### src/rtl/tt_um_hoene_host_transmitter_pkg.sv
// Shared definitions for the host Manchester transmitter and the receive-chain models.
// Holds the state encoding, the minimum half-period and the bit-level line convention.
package tt_um_hoene_host_transmitter_pkg;

  typedef enum logic [1:0] {
    IDLE = 2'd0,
    LEAD = 2'd1,
    SEND = 2'd2,
    GAP  = 2'd3
  } tx_state_t;

  localparam int MIN_HALF_PERIOD = 2;

  // Line level of the first half of a '1' bit; a '0' bit is the mirror image.
  localparam logic ONE_FIRST_LEVEL = 1'b1;

  function automatic logic manchester_level(input logic bit_value, input logic second_half);
    return (bit_value ? ONE_FIRST_LEVEL : ~ONE_FIRST_LEVEL) ^ second_half;
  endfunction

endpackage

### src/rtl/tt_um_hoene_halfbit_timer.sv
// Half-bit timer: counts 0..hp-1 and flags the last clock of each half plus which half is active.
module tt_um_hoene_halfbit_timer #(
  parameter int HP_WIDTH = 6
) (
  input  logic                clk,
  input  logic                rst_n,
  input  logic                restart,
  input  logic [HP_WIDTH-1:0] hp,
  output logic                half_end,
  output logic                phase
);

  logic [HP_WIDTH-1:0] count_reg;
  logic                phase_reg;

  assign half_end = (count_reg == hp - 1'b1);
  assign phase    = phase_reg;

  // restart wins over half_end so a new section always starts in its first half.
  always_ff @(posedge clk) begin
    if (!rst_n || restart) begin
      count_reg <= '0;
      phase_reg <= 1'b0;
    end else if (half_end) begin
      count_reg <= '0;
      phase_reg <= ~phase_reg;
    end else begin
      count_reg <= count_reg + 1'b1;
    end
  end

endmodule

### src/rtl/tt_um_hoene_host_transmitter.sv
// Host-side Manchester transmitter: one-entry word buffer, framing FSM and MSB-first shifter.
// Frames are a low lead, back-to-back words, then a low gap; all outputs are registered.
module tt_um_hoene_host_transmitter
  import tt_um_hoene_host_transmitter_pkg::*;
#(
  parameter int WORD_BITS   = 32,
  parameter int LEAD_HALVES = 2,
  parameter int GAP_BITS    = 4,
  parameter int HP_WIDTH    = 6
) (
  input  logic                 clk,
  input  logic                 rst_n,
  input  logic [HP_WIDTH-1:0]  half_period,
  input  logic [WORD_BITS-1:0] in_word,
  input  logic                 in_last,
  input  logic                 in_valid,
  output logic                 in_ready,
  output logic                 out_data,
  output logic                 out_enable,
  output logic                 busy,
  output logic                 frame_done,
  output logic                 underrun
);

  localparam int BIT_W    = $clog2(WORD_BITS);
  localparam int HALVES_W = 8;

  tx_state_t              state_reg;
  logic [HP_WIDTH-1:0]    hp_reg;
  logic [HP_WIDTH-1:0]    hp_eff;
  logic                   hold_valid_reg;
  logic [WORD_BITS-1:0]   hold_word_reg;
  logic                   hold_last_reg;
  logic [WORD_BITS-1:0]   shift_reg;
  logic                   last_reg;
  logic [BIT_W-1:0]       bit_cnt_reg;
  logic [HALVES_W-1:0]    halves_reg;
  logic                   in_ready_reg;
  logic                   out_data_reg;
  logic                   out_enable_reg;
  logic                   busy_reg;
  logic                   frame_done_reg;
  logic                   underrun_reg;

  logic half_end;
  logic phase;
  logic take;
  logic lead_end;
  logic word_end;
  logic chain;
  logic gap_end;
  logic unload;
  logic hold_valid_next;

  assign hp_eff = (half_period < HP_WIDTH'(MIN_HALF_PERIOD)) ? HP_WIDTH'(MIN_HALF_PERIOD)
                                                             : half_period;

  assign take     = in_valid && in_ready_reg;
  assign lead_end = (state_reg == LEAD) && half_end && (halves_reg == HALVES_W'(LEAD_HALVES - 1));
  assign word_end = (state_reg == SEND) && half_end && phase
                    && (bit_cnt_reg == BIT_W'(WORD_BITS - 1));
  assign chain    = word_end && !last_reg && hold_valid_reg;
  assign gap_end  = (state_reg == GAP) && half_end && (halves_reg == HALVES_W'(2 * GAP_BITS - 1));
  assign unload   = lead_end || chain;
  assign hold_valid_next = take || (hold_valid_reg && !unload);

  tt_um_hoene_halfbit_timer #(.HP_WIDTH(HP_WIDTH)) u_timer (
    .clk      (clk),
    .rst_n    (rst_n),
    .restart  ((state_reg == IDLE) || lead_end),
    .hp       (hp_reg),
    .half_end (half_end),
    .phase    (phase)
  );

  always_ff @(posedge clk) begin
    if (!rst_n) begin
      state_reg      <= IDLE;
      hp_reg         <= HP_WIDTH'(MIN_HALF_PERIOD);
      hold_valid_reg <= 1'b0;
      hold_word_reg  <= '0;
      hold_last_reg  <= 1'b0;
      shift_reg      <= '0;
      last_reg       <= 1'b0;
      bit_cnt_reg    <= '0;
      halves_reg     <= '0;
      in_ready_reg   <= 1'b1;
      out_data_reg   <= 1'b0;
      out_enable_reg <= 1'b0;
      busy_reg       <= 1'b0;
      frame_done_reg <= 1'b0;
      underrun_reg   <= 1'b0;
    end else begin
      frame_done_reg <= 1'b0;
      underrun_reg   <= 1'b0;
      hold_valid_reg <= hold_valid_next;
      in_ready_reg   <= !hold_valid_next;
      busy_reg       <= hold_valid_next || ((state_reg != IDLE) && !gap_end);
      if (take) begin
        hold_word_reg <= in_word;
        hold_last_reg <= in_last;
      end
      case (state_reg)
        IDLE: begin
          if (hold_valid_reg) begin
            state_reg      <= LEAD;
            hp_reg         <= hp_eff;
            halves_reg     <= '0;
            out_enable_reg <= 1'b1;
            out_data_reg   <= 1'b0;
          end
        end
        LEAD: begin
          if (half_end) begin
            halves_reg <= halves_reg + 1'b1;
            if (lead_end) begin
              state_reg    <= SEND;
              shift_reg    <= hold_word_reg;
              last_reg     <= hold_last_reg;
              bit_cnt_reg  <= '0;
              out_data_reg <= manchester_level(hold_word_reg[WORD_BITS-1], 1'b0);
            end
          end
        end
        SEND: begin
          if (half_end) begin
            if (!phase) begin
              out_data_reg <= manchester_level(shift_reg[WORD_BITS-1], 1'b1);
            end else if (!word_end) begin
              shift_reg    <= shift_reg << 1;
              bit_cnt_reg  <= bit_cnt_reg + 1'b1;
              out_data_reg <= manchester_level(shift_reg[WORD_BITS-2], 1'b0);
            end else if (chain) begin
              shift_reg    <= hold_word_reg;
              last_reg     <= hold_last_reg;
              bit_cnt_reg  <= '0;
              out_data_reg <= manchester_level(hold_word_reg[WORD_BITS-1], 1'b0);
            end else begin
              // Either the frame is complete or the host failed to supply the next word.
              underrun_reg <= !last_reg;
              state_reg    <= GAP;
              halves_reg   <= '0;
              out_data_reg <= 1'b0;
            end
          end
        end
        GAP: begin
          if (half_end) begin
            halves_reg <= halves_reg + 1'b1;
            if (gap_end) begin
              frame_done_reg <= 1'b1;
              state_reg      <= IDLE;
              out_enable_reg <= 1'b0;
            end
          end
        end
        default: state_reg <= IDLE;
      endcase
    end
  end

  assign in_ready   = in_ready_reg;
  assign out_data   = out_data_reg;
  assign out_enable = out_enable_reg;
  assign busy       = busy_reg;
  assign frame_done = frame_done_reg;
  assign underrun   = underrun_reg;

endmodule

### config.mk
export PLATFORM = sky130hd
export DESIGN_NAME = tt_um_hoene_host_transmitter
export DESIGN_NICKNAME = d
export VERILOG_FILES = /design/src/rtl/tt_um_hoene_host_transmitter_pkg.sv /design/src/rtl/tt_um_hoene_halfbit_timer.sv /design/src/rtl/tt_um_hoene_host_transmitter.sv
export SDC_FILE = /design/constraint.sdc
export NUM_CORES = 1
export LEC_CHECK = 0
export CAP_MARGIN = 25
export CORE_MARGIN = 4
export CORE_UTILIZATION = 60
export DETAILED_ROUTE_END_ITERATION = 16
export PLACE_DENSITY = 0.86
export SETUP_SLACK_MARGIN = 0.5
export SYNTH_ARGS = -nofsm -noshare
export SYNTH_HDL_FRONTEND = slang
export SYNTH_SLANG_ARGS = --single-unit
### constraint.sdc
create_clock -name clk -period 6.94 [get_ports clk]
set_input_delay 1.041 -clock clk [delete_from_list [all_inputs] [get_ports clk]]
set_output_delay 1.041 -clock clk [all_outputs]
set_load 0.02 [all_outputs]
Word level (Yosys, flattened, before mapping)
Cells that the tools add are included.
{ "totals": {"output_inout_bits": 6, "reg_bits": 101} }
{ "op_classes": {"bitwise_logic": 6, "n_addsub": 4, "n_lt_le_gt_ge": 1, "n_mux": 55, "n_reduce_logical": 38, "eq_ne": 19} }
{ "ops": {"columns": ["cell", "count"], "rows": [
  ["32-bit two-way mux", 6],
  ["32-bit case mux with 2 select lines", 1],
  ["8-bit two-way mux", 6],
  ["5-bit two-way mux", 6],
  ["8-bit case mux with 3 select lines", 1],
  ["1-bit two-way mux", 20],
  ["2-bit two-way mux", 9],
  ["2-bit inequality test (second input constant)", 9],
  ["1-bit logical AND", 12],
  ["6-bit AND reduction", 2],
  ["5-bit case mux with 2 select lines", 1],
  ["9-bit AND reduction", 1],
  ["8-bit by 1-bit adder with 8-bit output (second input constant)", 1],
  ["8-bit by 1-bit == test with 1-bit output (second input constant)", 1],
  ["8-bit by 3-bit == test with 1-bit output (second input constant)", 1],
  ["2-bit case mux with 4 select lines", 1],
  ["7-bit AND reduction", 1],
  ["6-bit by 1-bit adder with 6-bit output (second input constant)", 1],
  ["6-bit == test", 1],
  ["6-bit by 2-bit less-than comparator with 1-bit output (second input constant)", 1],
  ["6-bit two-way mux", 1],
  ["1-bit NOT", 6],
  ["2-bit nonzero test", 3],
  ["6-bit OR reduction", 1],
  ["18 further kinds", 30]
]} }

Depth between registers and ports, before layout
{ "logic_depth": {"ltp_word": 12, "mapped_depth": 11} }

Hierarchy
From an unflattened synthesis, not the netlist that was laid out.
{ "hier_totals": {"cells_unflattened": 567, "hier_area_um2": 4554.4} }
{ "modules_own_cells": {"columns": ["mod", "n_inst", "seq_area_each_um2", "cells_each", "area_each_um2"], "rows": [
  ["tt_um_hoene_host_transmitter", 1, 1881.8, 515, 4111.4],
  ["tt_um_hoene_halfbit_timer", 1, 140.1, 52, 442.9]
]} }

Worst setup path before layout
OpenSTA, ideal clock, no wires.
{ "synth_timing": {"path_kind": "register to register", "from": "reg hp_reg[0]", "to": "reg bit_cnt_reg[2]", "arrival_ns": 2.379, "required_ns": 6.867, "path_buffers": 2, "path_slack_ns": 4.489, "stages_incl_launch_ff": 12, "period_less_slack_ns": 2.451, "setup_ns": 0.073, "path_cell_list": "dfxtp_1 inv_1 ha_1 and2_4 o21a_1 o31a_1 o41a_1 o211a_1 buf_6 buf_6 o21a_1 o22ai_2"} }
{ "synth_between": {"elab_chain_len": 9, "elab_cells_between_ends": 18, "cone_classes": "1 x add/sub; 5 x eq/ne; 4 x mux; 8 x reduce/logical"} }
{ "synth_rtl": {"columns": ["element", "line_no", "rtl"], "rows": [
  ["from (decl)", "tt_um_hoene_host_transmitter.sv:29", "logic [HP_WIDTH-1:0] hp_reg;"],
  ["from (signal assigned)", "tt_um_hoene_host_transmitter.sv:79", "hp_reg <= HP_WIDTH'(MIN_HALF_PERIOD);"],
  ["from (signal assigned)", "tt_um_hoene_host_transmitter.sv:107", "hp_reg <= hp_eff;"],
  ["6-bit by 1-bit subtractor with 6-bit output (*)", "tt_um_hoene_halfbit_timer.sv:16", "assign half_end = (count_reg == hp - 1'b1);"],
  ["6-bit == test (*)", "tt_um_hoene_halfbit_timer.sv:16", null],
  ["1-bit logical AND (2 in series)", "tt_um_hoene_host_transmitter.sv:60", "assign word_end = (state_reg == SEND) && half_end && phase"],
  ["1-bit logical AND", "tt_um_hoene_host_transmitter.sv:61", "&& (bit_cnt_reg == BIT_W'(WORD_BITS - 1));"],
  ["5-bit two-way mux or 1-bit logical AND (tied branches)", "tt_um_hoene_host_transmitter.sv:129, tt_um_hoene_host_transmitter.sv:62", null],
  ["5-bit two-way mux or 1-bit logical AND (tied branches)", "tt_um_hoene_host_transmitter.sv:127, tt_um_hoene_host_transmitter.sv:62", null],
  ["5-bit two-way mux or 3-bit inequality test (tied branches)", null, null],
  ["5-bit case mux with 2 select lines or 6-bit AND reduction (tied branches)", null, null],
  ["to (signal assigned)", "tt_um_hoene_host_transmitter.sv:131", "bit_cnt_reg <= bit_cnt_reg + 1'b1;"],
  ["to (decl)", "tt_um_hoene_host_transmitter.sv:36", "logic [BIT_W-1:0] bit_cnt_reg;"]
]} }
Mark *: on every way between the ends. The rest lies on a longest branch, timed or not. The select of a mux whose other input is x is not followed.
A chain may end at the register's enable or synchronous reset.

Worst setup path in the final report
{ "layout_timing": {"from": "reg hp_reg[0]", "to": "reg bit_cnt_reg[0]"} }
The elaborated chain is that of the path after synthesis.

==> impl_metrics.py <==
metrics = {
    "outcome": {
        "status": "finished clean",
    },
    "sta": {
        "slew_viol_final": 0,
        "worstMarginPinSlew_ps": 694.2,
        "skew_ps": 14.14,
        "relSlewSlack_pct": 53.72,
        "setup_viol": 0,
        "fmax_mhz": 333.9,
        "fin_crit_ps": 2995,
        "rsz0062_at_grt": "no",
        "fin_tns_setup_ps": 0,
        "post-route-period-util_pct": 43.15,
        "hold_viol": 0,
    },
    "die": {
        "fp.dieArea_mm2": 0.008948,
        "io_pins": 48,
        "start_util_pct": 62.03,
        "rows": 31,
        "core_mm2": 0.007253,
        "die_h_um": 94.60,
        "die_w_um": 94.60,
    },
    "worst_hold_path": {
        "hold_path_class": "reg -> reg",
        "holdPathStages": 2,
    },
    "clock_tree": {
        "post_cts_buffers": 0,
        "holdBufCountCts": 0,
        "tritoncts": "built",
        "cts-buffers-inserted": 9,
        "cts_buffer_depth": 2,
        "postCtsResizedCells": 0,
        "cts_root_buf": "clkbuf_8",
        "htreeDepth": 3,
        "worstSkewPairLatency_ps": 360,
        "cts.sinks": 101,
        "path_clk_slew_ps": 100,
    },
    "global_routing": {
        "grt_use_total_pct": 21.05,
        "grt_pass1_vias": 3583,
        "antenna_found_initial": 0,
        "grt_pass1_wl_um": 15280,
        "grt_start_max_net_pins": 71,
        "overflow": 0,
    },
    "worst_setup_path": {
        "cp-end-kind": "flop",
        "critical_path_class": "reg -> reg",
        "crit_fanout": 70,
        "rr_worst_depth": 10,
        "required_ps": 7200,
        "critPathLaunchType": "flop",
        "cp.arrival_ps": 3260,
    },
    "detailed_routing": {
        "route.detailed.wl_per_inst_um": 13.82,
        "drt_wl_total_um": 9124,
        "ant_nets": 0,
        "via_count": 3676,
        "drc_errors": 0,
        "drtIter0Drc": 153,
        "avgViaCountPerCell": 5.570,
        "first_pass_iters": 4,
    },
    "logic_synthesis": {
        "ys_top_cells_by_area": "dfxtp_1 45%, nand2_1 7.6%, mux2i_1 7.6%",
        "synth.distinct_cells": 48,
        "yosysTopAreaCell": "dfxtp_1",
        "ys_seq_elements": 101,
        "async_flop_share_pct": 0,
        "ys.flop_type": "dfxtp_1",
        "synth_edf_count": 0,
        "ys_seq_area_share_pct": 44.94,
        "synth_nets": 577,
        "yosysWarnings": 0,
        "syn_avg_cell_area_um2": 8.570,
        "netlist_instances": 525,
        "netlist.area_leader.share_pct": 44.94,
        "synth_area_mm2": 0.004499,
    },
    "power": {
        "total_power_mw": 1.624,
        "cellPowerDensity_mw_per_mm2": 312.1,
        "ir_worst_vdd_mv": 0.1603,
        "leakage_nw": 2.085,
    },
    "place": {
        "io_buffers": 47,
        "dp_hpwl_um": 6231,
        "gp_congestion": 0.8364,
    },
    "cells_and_area": {
        "nNetsFinal": 608,
        "area_growth_pct": 15.66,
        "drive_gt1_share_pct": 5.704,
        "num_antenna_cells": 0,
    },
    "run": {
        "maxCapViolCount": 0,
    },
}
-- worst max-delay path, cell delays in order (launching register included) --
cell	delay (ps)
dfxtp_1	440
inv_1	70
ha_1	300
xnor2_1	130
nor2_1	170
o211ai_1	290
o21ai_0	320
o211a_2	220
buf_4	520
nand2_1	170
o31ai_1	250
-- power by group --
group	switching, mW	internal (mW)	total (mW)
Combinational	0.290	0.207	0.496
Sequential	0.0668	0.685	0.752
Clock	0.205	0.171	0.376
Total	0.562	1.06	1.62
-- layout by cell type, fill, tap and decap left out, types with 2 or more instances in the layout --
cell type and instances:
or2_2 2, clkdlybuf4s50_1 47, or3_1 2, inv_1 9, nand3b_1 2, nor3_1 9, nand3_1 12, ha_1 10
nand4_1 2, nor2b_1 6, o21ai_0 15, o31ai_1 2, o211ai_1 3, dfxtp_1 101, buf_4 3, nand2_1 91
mux2i_1 34, clkbuf_8 9, xor2_1 10, and2_1 5, o21a_1 4, a21oi_1 49, nor4_1 2, a211oi_1 31
buf_16 2, nand2b_1 4, and3_1 6, nor4b_1 2, nor2_1 56, xnor2_1 5
-- logic make-up after synthesis --
logic type      Yosys count  share of synthesized area (%)
buf+inv                  42                          4.839
compound gates          119                          17.05
mux                      34                          7.564
xor+xnor                 15                          2.920
simple gates            204                          19.91
flops                   101                          44.94
fa+ha+maj                10                          2.781
-- cells in the mapped netlist, types with 2 or more instances --
cell        n
buf_1       2
or2_2       2
nand2b_1    4
o211ai_1    3
mux2i_1    34
o31ai_1     3
nand2_1    91
nor4b_1     2
and2_1      5
buf_2       3
ha_1       10
nand3b_1    2
inv_1      10
a21oi_1    49
o21a_1      4
dfxtp_1   101
nor2_1     56
and3_1      6
or3_1       2
nor4_1      2
clkbuf_4    2
nand3_1    12
clkbuf_1   18
buf_6       6
xnor2_1     5
nor3_1      9
xor2_1     10
o211a_1     2
nor2b_1     6
o21ai_0    15
nand4_1     2
a211oi_1   31
-- metal layers --
metal  vias to the layer above  global-route usage, %  share of wire [%]
met4                         0                  7.452                1.1
met5                         -                      0                  0
met2                        57                  37.65                 50
met3                        10                  3.506                3.5
li1                       1879                      -                  -
met1                      1730                  25.45                 45
-- final timing paths --
kind                                         from           endpoint  slack, ps
worst min register to register  hold_word_reg[16]  hold_word_reg[16]        460
worst max register to register          hp_reg[0]     bit_cnt_reg[0]       3950
worst min-delay path            hold_word_reg[16]  hold_word_reg[16]        460
worst max-delay path                    hp_reg[0]     bit_cnt_reg[0]       3950
-- through the flow --
stage	instances	setup WS [ps]	hold slack [ps]	util, %	area, µm²
after floorplan	525	4489	435.7	-	4499
after global placement	642	4018	443.5	68.24	4950
after detailed placement	643	3966	447.5	68.62	4977
after CTS	659	3981	460.0	71.36	5176
after global routing	660	3700	476.5	71.74	5204
final	660	3945	457.9	71.74	5204
-- cell type report --
cell class                      count  area (µm²)
Clock buffer                       10       127.6
Clock inverter                      6       71.32
Timing Repair Buffer               52       548.0
Inverter                           10       37.54
Sequential cell                   101        2022
Fill cell                         592        2049
Tap cell                           99       123.9
Multi-Input combinational cell    382        2273
Power figures use the tool's default switching activity.
==> patch 1: new RTL, config.mk and constraints unchanged <==
Change the package constant `ONE_FIRST_LEVEL` from 1'b1 to 1'b0.
--- a/src/rtl/tt_um_hoene_host_transmitter_pkg.sv
+++ b/src/rtl/tt_um_hoene_host_transmitter_pkg.sv
@@ -12,7 +12,7 @@
   localparam int MIN_HALF_PERIOD = 2;
 
   // Line level of the first half of a '1' bit; a '0' bit is the mirror image.
-  localparam logic ONE_FIRST_LEVEL = 1'b1;
+  localparam logic ONE_FIRST_LEVEL = 1'b0;
 
   function automatic logic manchester_level(input logic bit_value, input logic second_half);
     return (bit_value ? ONE_FIRST_LEVEL : ~ONE_FIRST_LEVEL) ^ second_half;
Function: changed (a bounded check fails within 10 cycles, from zero or initial values and one cycle with rst_n low).
==> patch 1 against the unedited design <==
  * Area after synthesis up 0.19%
  * Clock power up 7.4%
  * Setup slack better by 40 ps
  * Sequential cell count unchanged
  * Via count up 12%
  * Final area up 0.84%
  * Critical path depth down 1
  * Routed wire length up 13%
  * Total power down 9.7%
  * Critical path type unchanged
  * Critical endpoint is now shift_reg[21]
  * Largest cell class unchanged
  * Largest power group unchanged
==> patch 1: results (changes against the unedited design) <==
- Multi-input logic portion of the cell area: 0.434 (-0.00269)
- Highest fanout seen on the critical path: 67 (-4.3%)
- The first-pass GRT wire length is 16900 um (+11%).
- The portion of the layout cell area used by clock cells is 0.0405 (+0.00230).
- The global-route track usage on met2 was 0.414 (+0.0375).
- Netlist area before placement: 4510 sq um (+0.19%)
- The fraction of final layout cells with drive strength greater than 1 was 0.0592 (+0.00217).
- Post-placement worst setup slack: 3770 ps (-192 ps)
- Among all stages on the critical path, the largest delay is contributed by sky130_fd_sc_hd__or4_1.
- Gate Count Post-Synth: 576 (+9.7%)
* Finished Cell Area: 5250 sq um (+0.84%)
- Run status: finished clean
* Number of fill cells in the layout: 597 (+0.84%)
- Number of signal-net buffers in the layout: 56 (+7.7%)
- The overall global routing resource usage came to 0.233 (+0.0223).
- Maximum vdd ir drop: 0.000226 V (+41%)
- The largest net degree at the start of global routing was 68 (-4.2%).
- The cell count after placement is 690 (+7.3%).
- The setup clock skew after layout is 10.0 ps (-4.14 ps).
* Worst reg-to-reg path cell count: 9 (-1)
- Total number of multi-input combinational cells: 421 (+10%)
- Total power after layout: 1470 uW (-9.7%)
- Largest incremental delay on the critical path: 660 ps (+140 ps)
- The DRC marker count from the first detailed-route iteration came to 252 (+65%).
* Share of power burned in combinational logic: 0.275 (-0.031)
* Routing usage on met1: 0.275 (+0.0206)
* Sum of met3 wire segment lengths after detailed routing: 533 um (+69%)
- The worst max-slew margin expressed relative to the limit came to 0.460 (-0.0769).
- Routed via count: 4120 (+12%)
[patch 1: cell families (layout without fill, tap and decap cells)]
family | count (synthesis) | in the layout | share of synthesized area
AND/OR/NAND/NOR | 252 | 252 | 0.250
multiplexers | 4 | 4 | 0.00888
buffers and inverters | 54 | 86 | 0.0472
adder cells (fa/ha/maj) | 10 | 10 | 0.0278
AO/OA/AOI/OAI | 142 | 142 | 0.193
flip-flops | 101 | 101 | 0.449
XOR/XNOR | 13 | 13 | 0.0253
[patch 1: worst min path at each step]
stage / startpoint / endpoint / slack, ps / cells past startpoint
floorplan: shift_reg[0] / shift_reg[0] / 430 / 2
global placement: bit_cnt_reg[4] / bit_cnt_reg[4] / 440 / 2
detailed placement: hold_word_reg[29] / hold_word_reg[29] / 450 / 2
CTS: hold_word_reg[27] / hold_word_reg[27] / 460 / 2
global route: hold_word_reg[27] / hold_word_reg[27] / 480 / 2
finish: hold_word_reg[27] / hold_word_reg[27] / 460 / 2
==> patch 2: new RTL, same flow settings <==
Made on the original files. Register the input `half_period` before use. The logic sees it one clock later. The other inputs are not delayed to match.
--- a/src/rtl/tt_um_hoene_host_transmitter.sv
+++ b/src/rtl/tt_um_hoene_host_transmitter.sv
@@ -24,6 +24,12 @@
 
   localparam int BIT_W    = $clog2(WORD_BITS);
   localparam int HALVES_W = 8;
+
+  logic [HP_WIDTH-1:0] half_period_q;
+
+  always_ff @(posedge clk) begin
+    half_period_q <= half_period;
+  end
 
   tx_state_t              state_reg;
   logic [HP_WIDTH-1:0]    hp_reg;
@@ -52,8 +58,8 @@
   logic unload;
   logic hold_valid_next;
 
-  assign hp_eff = (half_period < HP_WIDTH'(MIN_HALF_PERIOD)) ? HP_WIDTH'(MIN_HALF_PERIOD)
-                                                             : half_period;
+  assign hp_eff = (half_period_q < HP_WIDTH'(MIN_HALF_PERIOD)) ? HP_WIDTH'(MIN_HALF_PERIOD)
+                                                             : half_period_q;
 
   assign take     = in_valid && in_ready_reg;
   assign lead_end = (state_reg == LEAD) && half_end && (halves_reg == HALVES_W'(LEAD_HALVES - 1));
Function: changed (Yosys sat finds a counterexample within 10 cycles, from zero or initial values and one cycle with rst_n low).
==> patch 2 against the unedited design <==
  * Total power down 8.1%
  * Sequential share of layout area down 0.56 points
  * Sequential power down 7.0%
  * Count of clock-buffer cells in the layout down 1
  * Setup slack worse by 67 ps
  * Final area up 7.5%
  * Area after synthesis up 8.4%
  * Routed wire length up 13%
  * Sequential cell count up 6
==> patch 2: results (changes against the unedited design) <==
- The final-stage net count came to 638 (+4.9%).
- Post-CTS setup-driven buffer insertion count: 0 (unchanged)
- The switching power total came to 521 uW (-7.2%).
- The DRC marker count from the first detailed-route iteration is 234 (+53%).
* Maximum vdd ir drop: 0.000155 V (-3.5%)
* Share of layout cells above drive strength 1: 0.0558 (-0.00120)
- The root buffer cell chosen for the clock tree is sky130_fd_sc_hd__clkbuf_8.
- Inserted Clock Buffers: 9 (unchanged)
- Maximum number of pins on one net before global-route repair: 87 (+23%)
- The number of warnings issued by yosys was 0 (unchanged).
- Level count of the clock H-tree: 3 (unchanged)
- The setup clock skew after layout was 14.3 ps (+0.166 ps).
- Total length of routed wires: 10300 um (+13%)
- Synth cell types: 59 (+23%)
- Sequential element share of the synthesized area: 0.439 (-0.0101)
* Maximum number of buffers from clock root to sink: 2 (unchanged)
- The synthesized netlist net count is 609 (+5.5%).
- In the post-synthesis netlist, the biggest area contributors are sky130_fd_sc_hd__dfxtp_1 44%, sky130_fd_sc_hd__mux2i_1 7.6%, sky130_fd_sc_hd__nand2_1 7.4%.
- Routed via count: 4082 (+11%)
- CP Data Arrival Time: 3350 ps (+90 ps)
- The count of antenna diodes in the layout came to 0 (unchanged).
- The overall global routing resource usage was 0.212 (+0.00138).
- The worst max-slew margin expressed relative to the limit was 0.428 (-0.109).
- In the synthesized netlist, the cells that appear most often are 107 x sky130_fd_sc_hd__dfxtp_1, 96 x sky130_fd_sc_hd__nand2_1, 52 x sky130_fd_sc_hd__a21oi_1, 37 x sky130_fd_sc_hd__mux2i_1, 37 x sky130_fd_sc_hd__o21ai_0.
* Post-detailed-placement half-perimeter wirelength: 7180 um (+15%)
- Reported leakage power: 0.00213 uW (+2.2%)
- Detailed-routing iteration count for the pre-antenna-repair pass: 5 (+1)
- The flow ran to the end, and the final reports show no timing, DRC or antenna violations.
* First-pass GRT wire length: 17200 um (+13%)
- The final weighted congestion in routability-driven placement is 0.892 (+6.6%).
* Insertion delay of the later-clocked pin in the worst-skew pair: 380 ps (+20 ps)
- Vias in the first global route: 3825 (+6.8%)
- Highest fanout seen on the critical path: 57 (-19%)
## patch 2: cell types whose count changed after synthesis, moves of 7 or more
cell	before	now
sky130_fd_sc_hd__nor2_1	56	24
sky130_fd_sc_hd__a211oi_1	31	0
sky130_fd_sc_hd__a21boi_0	0	29
sky130_fd_sc_hd__o21ai_0	15	37
sky130_fd_sc_hd__inv_1	10	17
## patch 2: routing by layer
layer | vias up | global-route usage | part of all wire
met4 | 0 | 0.0546 | 0.012
met5 | - | 0 | 0
met3 | 15 | 0.0500 | 0.051
met2 | 125 | 0.377 | 0.51
li1 | 2022 | - | -
met1 | 1920 | 0.257 | 0.43
## patch 2: power groups by stage
stage               Sequential (uW)  Combinational, uW  Clock [uW]
floorplan                       706                307           0
finish                          699                415         379
CTS                             699                410         386
global route                    705                454         410
detailed placement              712                407           0
global placement                708                389           0
## patch 2: area by class of cell
type / count / area [sq um]
fill: 594 / 2210
tap: 102 / 128
multi-input combinational: 399 / 2520
clock buffer: 9 / 124
inverter: 17 / 63.8
timing repair buffer: 52 / 531
clock inverter: 7 / 81.3
sequential: 107 / 2140
## patch 2: logic make-up (layout without fill, tap and decap cells)
family / after synthesis / in the layout / synth area share
AND/OR/NAND/NOR: 185 / 185 / 0.185
AO/OA/AOI/OAI: 155 / 155 / 0.206
flip-flops: 107 / 107 / 0.439
buffers and inverters: 51 / 85 / 0.0446
multiplexers: 37 / 37 / 0.0760
XOR/XNOR: 12 / 12 / 0.0231
adder cells (fa/ha/maj): 10 / 10 / 0.0257
## patch 2: path summary, 6_finish.rpt
path	startpoint	endpoint	cells past startpoint
setup reg to reg	hp_reg[0]	bit_cnt_reg[2]	9
hold / removal	half_period_q[0]	hp_reg[0]	2
setup / recovery	hp_reg[0]	bit_cnt_reg[2]	9
hold reg to reg	half_period_q[0]	hp_reg[0]	2
## patch 2: through the flow
stage / instances / power (uW) / instance area (sq um) / hold slack (ps) / util
6_report: 693 / 1490 / 5590 / 463 / 0.717
5_1_grt: 693 / 1570 / 5590 / 472 / 0.717
4_1_cts: 693 / 1490 / 5590 / 462 / 0.717
3_5_place_dp: 677 / 1120 / 5390 / 453 / 0.690
3_3_place_gp: 675 / 1100 / 5350 / 445 / 0.685
2_1_floorplan: 557 / 1010 / 4880 / 432 / -
## patch 2: critical path, stage by stage, from the launching register on
cell	delay, ps
sky130_fd_sc_hd__dfxtp_1	430
sky130_fd_sc_hd__inv_1	70
sky130_fd_sc_hd__ha_1	300
sky130_fd_sc_hd__xnor2_1	130
sky130_fd_sc_hd__nor2_1	230
sky130_fd_sc_hd__o211ai_2	370
sky130_fd_sc_hd__nor4b_4	550
sky130_fd_sc_hd__buf_4	500
sky130_fd_sc_hd__o21ai_1	140
sky130_fd_sc_hd__a31o_1	230
